==> config.mk <==
export PLATFORM = sky130hd
export DESIGN_NAME = hazard_ctrl
export DESIGN_NICKNAME = d
export VERILOG_FILES = /design/src/rtl/hazard_ctrl.sv
export SDC_FILE = /design/constraint.sdc
export NUM_CORES = 1
export LEC_CHECK = 0
export ABC_AREA = 0
export CAP_MARGIN = 20
export CORE_ASPECT_RATIO = 0.7
export CORE_MARGIN = 8
export CORE_UTILIZATION = 40
export CTS_BUF_LIST = sky130_fd_sc_hd__clkbuf_2
export DETAILED_ROUTE_END_ITERATION = 7
export SLEW_MARGIN = 5
export SYNTH_ARGS = -nofsm -noshare
export SYNTH_HDL_FRONTEND = slang
export SYNTH_SLANG_ARGS = --single-unit
==> constraint.sdc <==
create_clock -name clk -period 4.6 [get_ports clk]
set_input_delay 0.92 -clock clk [delete_from_list [all_inputs] [get_ports clk]]
set_output_delay 0.92 -clock clk [all_outputs]
set_load 0.01 [all_outputs]
==> src/rtl/hazard_ctrl.sv <==
// hazard_ctrl: EX-stage sequencing controller for the 5-stage RV32I pipe.
// Tracks EX/MEM/WB slots and produces stall, flush, redirect and ALU
// operand-forwarding controls.
// Optional feature macro HAZARD_FWD_EN: when defined, operand forwarding with
// single-bubble load-use stalls; when undefined, every RAW hazard against
// EX/MEM stalls until it clears and forwarding selects stay 00.
module hazard_ctrl #(
  parameter int unsigned MEM_TIMEOUT = 255
) (
  input  logic       clk,
  input  logic       rst_n,
  input  logic       id_valid,
  input  logic [6:0] id_opcode,
  input  logic [4:0] id_rs1,
  input  logic [4:0] id_rs2,
  input  logic [4:0] id_rd,
  input  logic       ex_branch,
  input  logic       dmem_ready,
  output logic       pc_stall,
  output logic       id_stall,
  output logic       id_flush,
  output logic       redirect,
  output logic       ex_valid,
  output logic [1:0] fwd_a_sel,
  output logic [1:0] fwd_b_sel,
  output logic       mem_timeout
);

  typedef enum logic [3:0] {
    CL_NONE, CL_R, CL_STORE, CL_BRANCH, CL_I,
    CL_LOAD, CL_JALR, CL_JAL, CL_LUI, CL_AUIPC
  } cls_t;

  typedef enum logic [1:0] {RUN, LU_STALL, MEM_WAIT, FAULT} state_t;

  localparam logic [7:0] TMO = MEM_TIMEOUT[7:0];

  function automatic cls_t decode(input logic [6:0] op);
    cls_t c;
    case (op)
      7'b0110011: c = CL_R;
      7'b0100011: c = CL_STORE;
      7'b1100011: c = CL_BRANCH;
      7'b0010011: c = CL_I;
      7'b0000011: c = CL_LOAD;
      7'b1100111: c = CL_JALR;
      7'b1101111: c = CL_JAL;
      7'b0110111: c = CL_LUI;
      7'b0010111: c = CL_AUIPC;
      default:    c = CL_NONE;
    endcase
    return c;
  endfunction

  function automatic logic uses_rs1(input cls_t c);
    return c inside {CL_R, CL_STORE, CL_BRANCH, CL_I, CL_LOAD, CL_JALR};
  endfunction

  function automatic logic uses_rs2(input cls_t c);
    return c inside {CL_R, CL_STORE, CL_BRANCH};
  endfunction

  function automatic logic writes_rd(input cls_t c);
    return !(c inside {CL_NONE, CL_STORE, CL_BRANCH});
  endfunction

  // Producer slot (v, c, rd) feeds a source operand of consumer class src.
  function automatic logic raw_hit(input logic v, input cls_t c,
                                   input logic [4:0] rd, input cls_t src,
                                   input logic [4:0] rs1, input logic [4:0] rs2);
    return v && writes_rd(c) && (rd != '0) &&
           ((uses_rs1(src) && (rs1 == rd)) || (uses_rs2(src) && (rs2 == rd)));
  endfunction

  state_t     state_q, state_d;
  logic [7:0] cnt_q, cnt_d;

  logic       ex_v, mem_v;
  logic [4:0] ex_rd, mem_rd;
  cls_t       ex_cls, mem_cls;

  cls_t       id_cls;
  logic       mem_busy;
  logic       take_redirect;
  logic       hazard;
  logic       advance;
  logic       bubble;
  logic       clear;

  // ID decode and per-cycle hazard conditions
  always_comb begin
    id_cls        = decode(id_opcode);
    mem_busy      = mem_v && (mem_cls inside {CL_LOAD, CL_STORE}) && !dmem_ready;
    take_redirect = ex_v && (((ex_cls == CL_BRANCH) && ex_branch) ||
                             (ex_cls == CL_JAL) || (ex_cls == CL_JALR));
  end

`ifdef HAZARD_FWD_EN
  logic [4:0] ex_rs1, ex_rs2;
  logic       wb_v;
  logic [4:0] wb_rd;
  cls_t       wb_cls;

  function automatic logic [1:0] fwd_pick(input logic [4:0] rs);
    logic [1:0] s;
    s = 2'b00;
    if (mem_v && writes_rd(mem_cls) && (mem_rd != '0) && (mem_rd == rs))
      s = 2'b01;
    else if (wb_v && writes_rd(wb_cls) && (wb_rd != '0) && (wb_rd == rs))
      s = 2'b10;
    return s;
  endfunction

  // Load-use: only an EX load can stall an ID consumer
  always_comb begin
    hazard = id_valid && (ex_cls == CL_LOAD) &&
             raw_hit(ex_v, ex_cls, ex_rd, id_cls, id_rs1, id_rs2);
  end

  // Operand source selects for the instruction currently in EX
  always_comb begin
    fwd_a_sel = 2'b00;
    fwd_b_sel = 2'b00;
    if (ex_v) begin
      fwd_a_sel = fwd_pick(ex_rs1);
      fwd_b_sel = fwd_pick(ex_rs2);
    end
  end

  // Source fields and WB slot, needed only for forwarding
  always_ff @(posedge clk or negedge rst_n) begin
    if (!rst_n) begin
      ex_rs1 <= '0;
      ex_rs2 <= '0;
      wb_v   <= 1'b0;
      wb_rd  <= '0;
      wb_cls <= CL_NONE;
    end else if (clear) begin
      wb_v   <= 1'b0;
    end else if (advance) begin
      ex_rs1 <= id_rs1;
      ex_rs2 <= id_rs2;
      wb_v   <= mem_v;
      wb_rd  <= mem_rd;
      wb_cls <= mem_cls;
    end
  end
`else
  // Without forwarding any pending RAW against EX or MEM stalls ID
  always_comb begin
    hazard = id_valid &&
             (raw_hit(ex_v, ex_cls, ex_rd, id_cls, id_rs1, id_rs2) ||
              raw_hit(mem_v, mem_cls, mem_rd, id_cls, id_rs1, id_rs2));
  end

  assign fwd_a_sel = 2'b00;
  assign fwd_b_sel = 2'b00;
`endif

  // Next state, wait counter and pipeline control outputs
  always_comb begin
    state_d     = state_q;
    cnt_d       = cnt_q;
    advance     = 1'b0;
    bubble      = 1'b0;
    clear       = 1'b0;
    pc_stall    = 1'b0;
    id_stall    = 1'b0;
    id_flush    = 1'b0;
    redirect    = 1'b0;
    mem_timeout = 1'b0;
    case (state_q)
      FAULT: begin
        mem_timeout = 1'b1;
        pc_stall    = 1'b1;
        id_stall    = 1'b1;
      end
      default: begin
        if (mem_busy) begin
          pc_stall = 1'b1;
          id_stall = 1'b1;
          cnt_d    = cnt_q + 8'd1;
          if (cnt_d == TMO) begin
            state_d = FAULT;
            clear   = 1'b1;
          end else begin
            state_d = MEM_WAIT;
          end
        end else begin
          // Release from MEM_WAIT is an ordinary RUN cycle, so a redirect
          // held back by the freeze is taken here.
          cnt_d   = '0;
          advance = 1'b1;
          state_d = RUN;
          if (take_redirect) begin
            redirect = 1'b1;
            id_flush = 1'b1;
            bubble   = 1'b1;
          end else if (hazard) begin
            pc_stall = 1'b1;
            id_stall = 1'b1;
            bubble   = 1'b1;
`ifdef HAZARD_FWD_EN
            state_d  = LU_STALL;
`endif
          end
        end
      end
    endcase
  end

  // FSM state and dmem wait counter
  always_ff @(posedge clk or negedge rst_n) begin
    if (!rst_n) begin
      state_q <= RUN;
      cnt_q   <= '0;
    end else begin
      state_q <= state_d;
      cnt_q   <= cnt_d;
    end
  end

  // EX and MEM slot advance; bubble squashes the ID instruction
  always_ff @(posedge clk or negedge rst_n) begin
    if (!rst_n) begin
      ex_v    <= 1'b0;
      ex_rd   <= '0;
      ex_cls  <= CL_NONE;
      mem_v   <= 1'b0;
      mem_rd  <= '0;
      mem_cls <= CL_NONE;
    end else if (clear) begin
      ex_v    <= 1'b0;
      mem_v   <= 1'b0;
    end else if (advance) begin
      mem_v   <= ex_v;
      mem_rd  <= ex_rd;
      mem_cls <= ex_cls;
      ex_v    <= id_valid && !bubble;
      ex_rd   <= id_rd;
      ex_cls  <= id_cls;
    end
  end

  assign ex_valid = ex_v;

endmodule
==> results.py <==
metrics = {
    "power": {
        "cellLeakagePower_nw": 0.946,
        "max-vdd-ir-drop_mv": 0.116,
        "power.density_nw_per_um2": 216,
        "totalPowerFinal_mw": 0.487,
    },
    "global_route": {
        "largest_net_degree_at_the_start_of_global_routing": 31,
        "grt_pass1_vias": 1438,
        "gr-total-overflow": 0,
        "grt_antenna_before_repair": 0,
        "groute.usage.overall_pct": 12.9,
        "grt_pass1_wl_microns": 7490,
    },
    "placed_design": {
        "gpl.final_weighted_congestion": 0.872,
        "dpl.cell_count": 284,
        "dp_hpwl_microns": 3350,
        "numPortBuffers": 32,
    },
    "layout": {
        "seqCellArea_sq_um": 751,
        "antenna-diode-count": 0,
        "net_count_reported_at_finish": 265,
        "count_of_placed_standard_cells_in_the_final_layout_fillers_left_out": 291,
        "post_route_cells_drive_above_1_share_pct": 10.2,
        "multiInputGateArea_sq_um": 1040,
        "utilization_pct": 50.8,
        "fillCellCount": 420,
        "flow.area_growth_from_synthesis_pct": 20.3,
    },
    "logic_synthesis": {
        "yosys.cell_count.top_type": "sky130_fd_sc_hd__nand2_1",
        "synth_commonest_cells": "sky130_fd_sc_hd__nand2_1 (34), sky130_fd_sc_hd__dfrtp_1 (30), sky130_fd_sc_hd__a21oi_1 (12), sky130_fd_sc_hd__xor2_1 (12), sky130_fd_sc_hd__o21ai_0 (11)",
        "yosys_cell_types": 36,
        "edff_count_synth": 0,
        "synth_top_cell_area_share_pct": 40.2,
        "postSynth.topFlopCell": "sky130_fd_sc_hd__dfrtp_1",
        "post_synth_instance_area_sq_um": 1870,
        "yosys-top-cells-area": "sky130_fd_sc_hd__dfrtp_1 (40%), sky130_fd_sc_hd__nand2_1 (6.8%), sky130_fd_sc_hd__xor2_1 (5.6%)",
        "synth_largest_area_cell": "sky130_fd_sc_hd__dfrtp_1",
        "synth-seq-cells": 30,
        "synth_cells": 204,
        "postSynthAreaPerCell_sq_um": 9.16,
        "yosysSeqAreaShare_pct": 40.2,
        "yosysWarningCount": 0,
        "ys_async_sr_fraction_pct": 100,
    },
    "clock_tree": {
        "clock_latency_ps": 350,
        "holdBufCountCts": 0,
        "cts.repair.resized": 0,
        "clock_sink_count": 30,
        "tritoncts": "yes",
        "cts-root-to-sink-buffers": 2,
        "cts_made_buffers": 5,
        "htreeDepth": 2,
        "path_clk_slew_ps": 140,
        "cts.repair_timing.setup_buffer_count": 0,
        "cts.root.buffer_cell": "sky130_fd_sc_hd__clkbuf_2",
    },
    "hold_path": {
        "hold_sp": "cnt_q[7]",
        "worst_hold_path.endpoint": "cnt_q[7]",
        "hold_path_depth": 1,
        "min_path_type": "flip-flop to flip-flop",
    },
    "die": {
        "num_rows": 20,
        "initial_core_util_pct": 42.2,
        "io-pin-count": 37,
        "core_area_sq_um": 4430,
        "die_width_microns": 97.7,
        "floorplan.die.height_microns": 73.2,
        "die_area_sq_um": 7150,
    },
    "route": {
        "routed_wirelength_microns": 4470,
        "drt_pre_antenna_iters": 4,
        "ant_nets_after_route": 0,
        "detail_route.wl_per_cell_microns": 15.4,
        "drt_iter0_markers": 90,
        "drc_errors": 0,
        "viasPerCell": 5.31,
        "dr_total_vias": 1546,
    },
    "critical_path": {
        "r2r_end": "mem_rd[2]",
        "required_ps": 3680,
        "cp.arrival_ps": 3320,
        "timing.critical_path.mode_cell": "sky130_fd_sc_hd__clkdlybuf4s50_1",
        "endpoint_kind": "primary output",
        "critical_path.reg2reg.startpoint": "state_q[0]",
        "cp-start-kind": "input port",
        "worst_path_max_delay_cell": "sky130_fd_sc_hd__clkdlybuf4s50_1",
        "rr_worst_depth": 5,
        "worst_path_max_fanout": 5,
        "critical_path_class": "input port to primary output",
        "critical-path-max-stage-delay_ps": 600,
        "r2r_setup_slack_ps": 2880,
        "critical_path.cell_chain": "clkdlybuf4s50_1 > nor2_1 > nand3_1 > o41ai_1 > a22oi_1 > o21ai_0 > clkdlybuf4s50_1",
    },
    "sta": {
        "timing_hold_violations_final": 0,
        "period_utilization_pct": 92.1,
        "setup_violations": 0,
        "achievable-frequency_ghz": 0.236,
        "rsz0062_at_grt": "false",
        "fin_worst_hold_slack_ps": 534,
        "final_max_slew_viol_count": 0,
        "final_period_minus_worst_setup_slack_ps": 4240,
        "finalClockSkew_ps": 11.6,
        "setup_tns_ps": 0,
    },
    "status": {
        "status": "completed",
    },
    "run": {
        "max_cap_viol_count": 0,
    },
}
## per-layer routing
layer  GRT usage, %  up-vias  part of all wire [%]
li1               -      772                     -
met1           18.3      729                    51
met2           17.6       40                    42
met3           4.10        5                   6.3
met4           4.64        0                  0.98
met5              0        -                     0
## flip-flops by register name (all words and copies together) (netlist names)
register,cells
ex_valid,1
mem_v,1
cnt_q,8
ex_cls,4
ex_rd,5
state_q,2
mem_cls,4
mem_rd,5
## cells in the final DEF, fill, tap and decap left out, types with 2 or more instances in the layout
| cell | n |
|---|---|
| sky130_fd_sc_hd__inv_1 | 2 |
| sky130_fd_sc_hd__clkdlybuf4s50_1 | 32 |
| sky130_fd_sc_hd__dfrtp_1 | 30 |
| sky130_fd_sc_hd__conb_1 | 4 |
| sky130_fd_sc_hd__nand3_1 | 9 |
| sky130_fd_sc_hd__clkbuf_2 | 7 |
| sky130_fd_sc_hd__o21ai_0 | 11 |
| sky130_fd_sc_hd__nand3b_1 | 3 |
| sky130_fd_sc_hd__o31ai_1 | 9 |
| sky130_fd_sc_hd__ha_1 | 2 |
| sky130_fd_sc_hd__nand2b_1 | 3 |
| sky130_fd_sc_hd__nor3_1 | 7 |
| sky130_fd_sc_hd__xnor2_1 | 10 |
| sky130_fd_sc_hd__nand4_1 | 4 |
| sky130_fd_sc_hd__and2_1 | 2 |
| sky130_fd_sc_hd__a22o_1 | 2 |
| sky130_fd_sc_hd__buf_4 | 3 |
| sky130_fd_sc_hd__xor2_1 | 12 |
| sky130_fd_sc_hd__o41ai_1 | 4 |
| sky130_fd_sc_hd__nor2b_1 | 5 |
| sky130_fd_sc_hd__nor2_1 | 9 |
| sky130_fd_sc_hd__nand2_1 | 34 |
| sky130_fd_sc_hd__a21oi_1 | 12 |
| sky130_fd_sc_hd__mux2_2 | 9 |
## critical path, delay by kind of cell
kind / cells / cell delay (ps)
buffers and inverters: 2 / 1110
and+or+nand+nor: 2 / 430
AOI/OAI and AO/OA: 3 / 860
## cells by family (layout without fill, tap and decap cells)
logic type                 count (synthesis)  count (layout)  share of synthesized area [%]
adders and majority gates                  2               2                           1.34
DFF                                       30              30                           40.2
and+or+nand+nor                           79              79                           20.2
muxes                                      9               9                           5.42
buffers and inverters                     16              45                           4.75
other                                      1               4                          0.201
xor gates and xnor gates                  22              22                           10.3
AOI/OAI and AO/OA                         45              45                           17.6
## stage by stage
step / worst slack, ps / instance area [sq um]
after global placement: 498 / 2210
after floorplan: 1360 / 1880
after global routing: 176 / 2250
after CTS: 360 / 2250
final: 364 / 2250
after detailed placement: 370 / 2210
## area by class of cell
| class | instances | area share (%) |
|---|---|---|
| multi-input cells | 161 | 46.3 |
| flip-flops and latches | 30 | 33.4 |
| repair buffers | 35 | 15.2 |
| well taps | 55 | 3.06 |
| clock buffers | 7 | 1.56 |
| inverters | 3 | 0.501 |
## report_power, final
| group | internal [mW] | leakage [nW] | switching, mW |
|---|---|---|---|
| combinational | 0.0421 | 0.526 | 0.0351 |
| clock | 0.0397 | 0.0291 | 0.0877 |
| sequential | 0.271 | 0.391 | 0.0114 |
## how the worst max path moves through the flow
stage	from	endpoint	slack, ps	cells past startpoint
floorplan	id_opcode[6]	pc_stall	1360	7
global placement	id_opcode[5]	id_stall	500	8
detailed placement	id_opcode[3]	pc_stall	370	7
CTS	id_opcode[2]	pc_stall	360	7
global route	id_opcode[2]	id_stall	180	7
finish	id_opcode[3]	pc_stall	360	7
No activity file was read; power rests on OpenSTA's default activity.
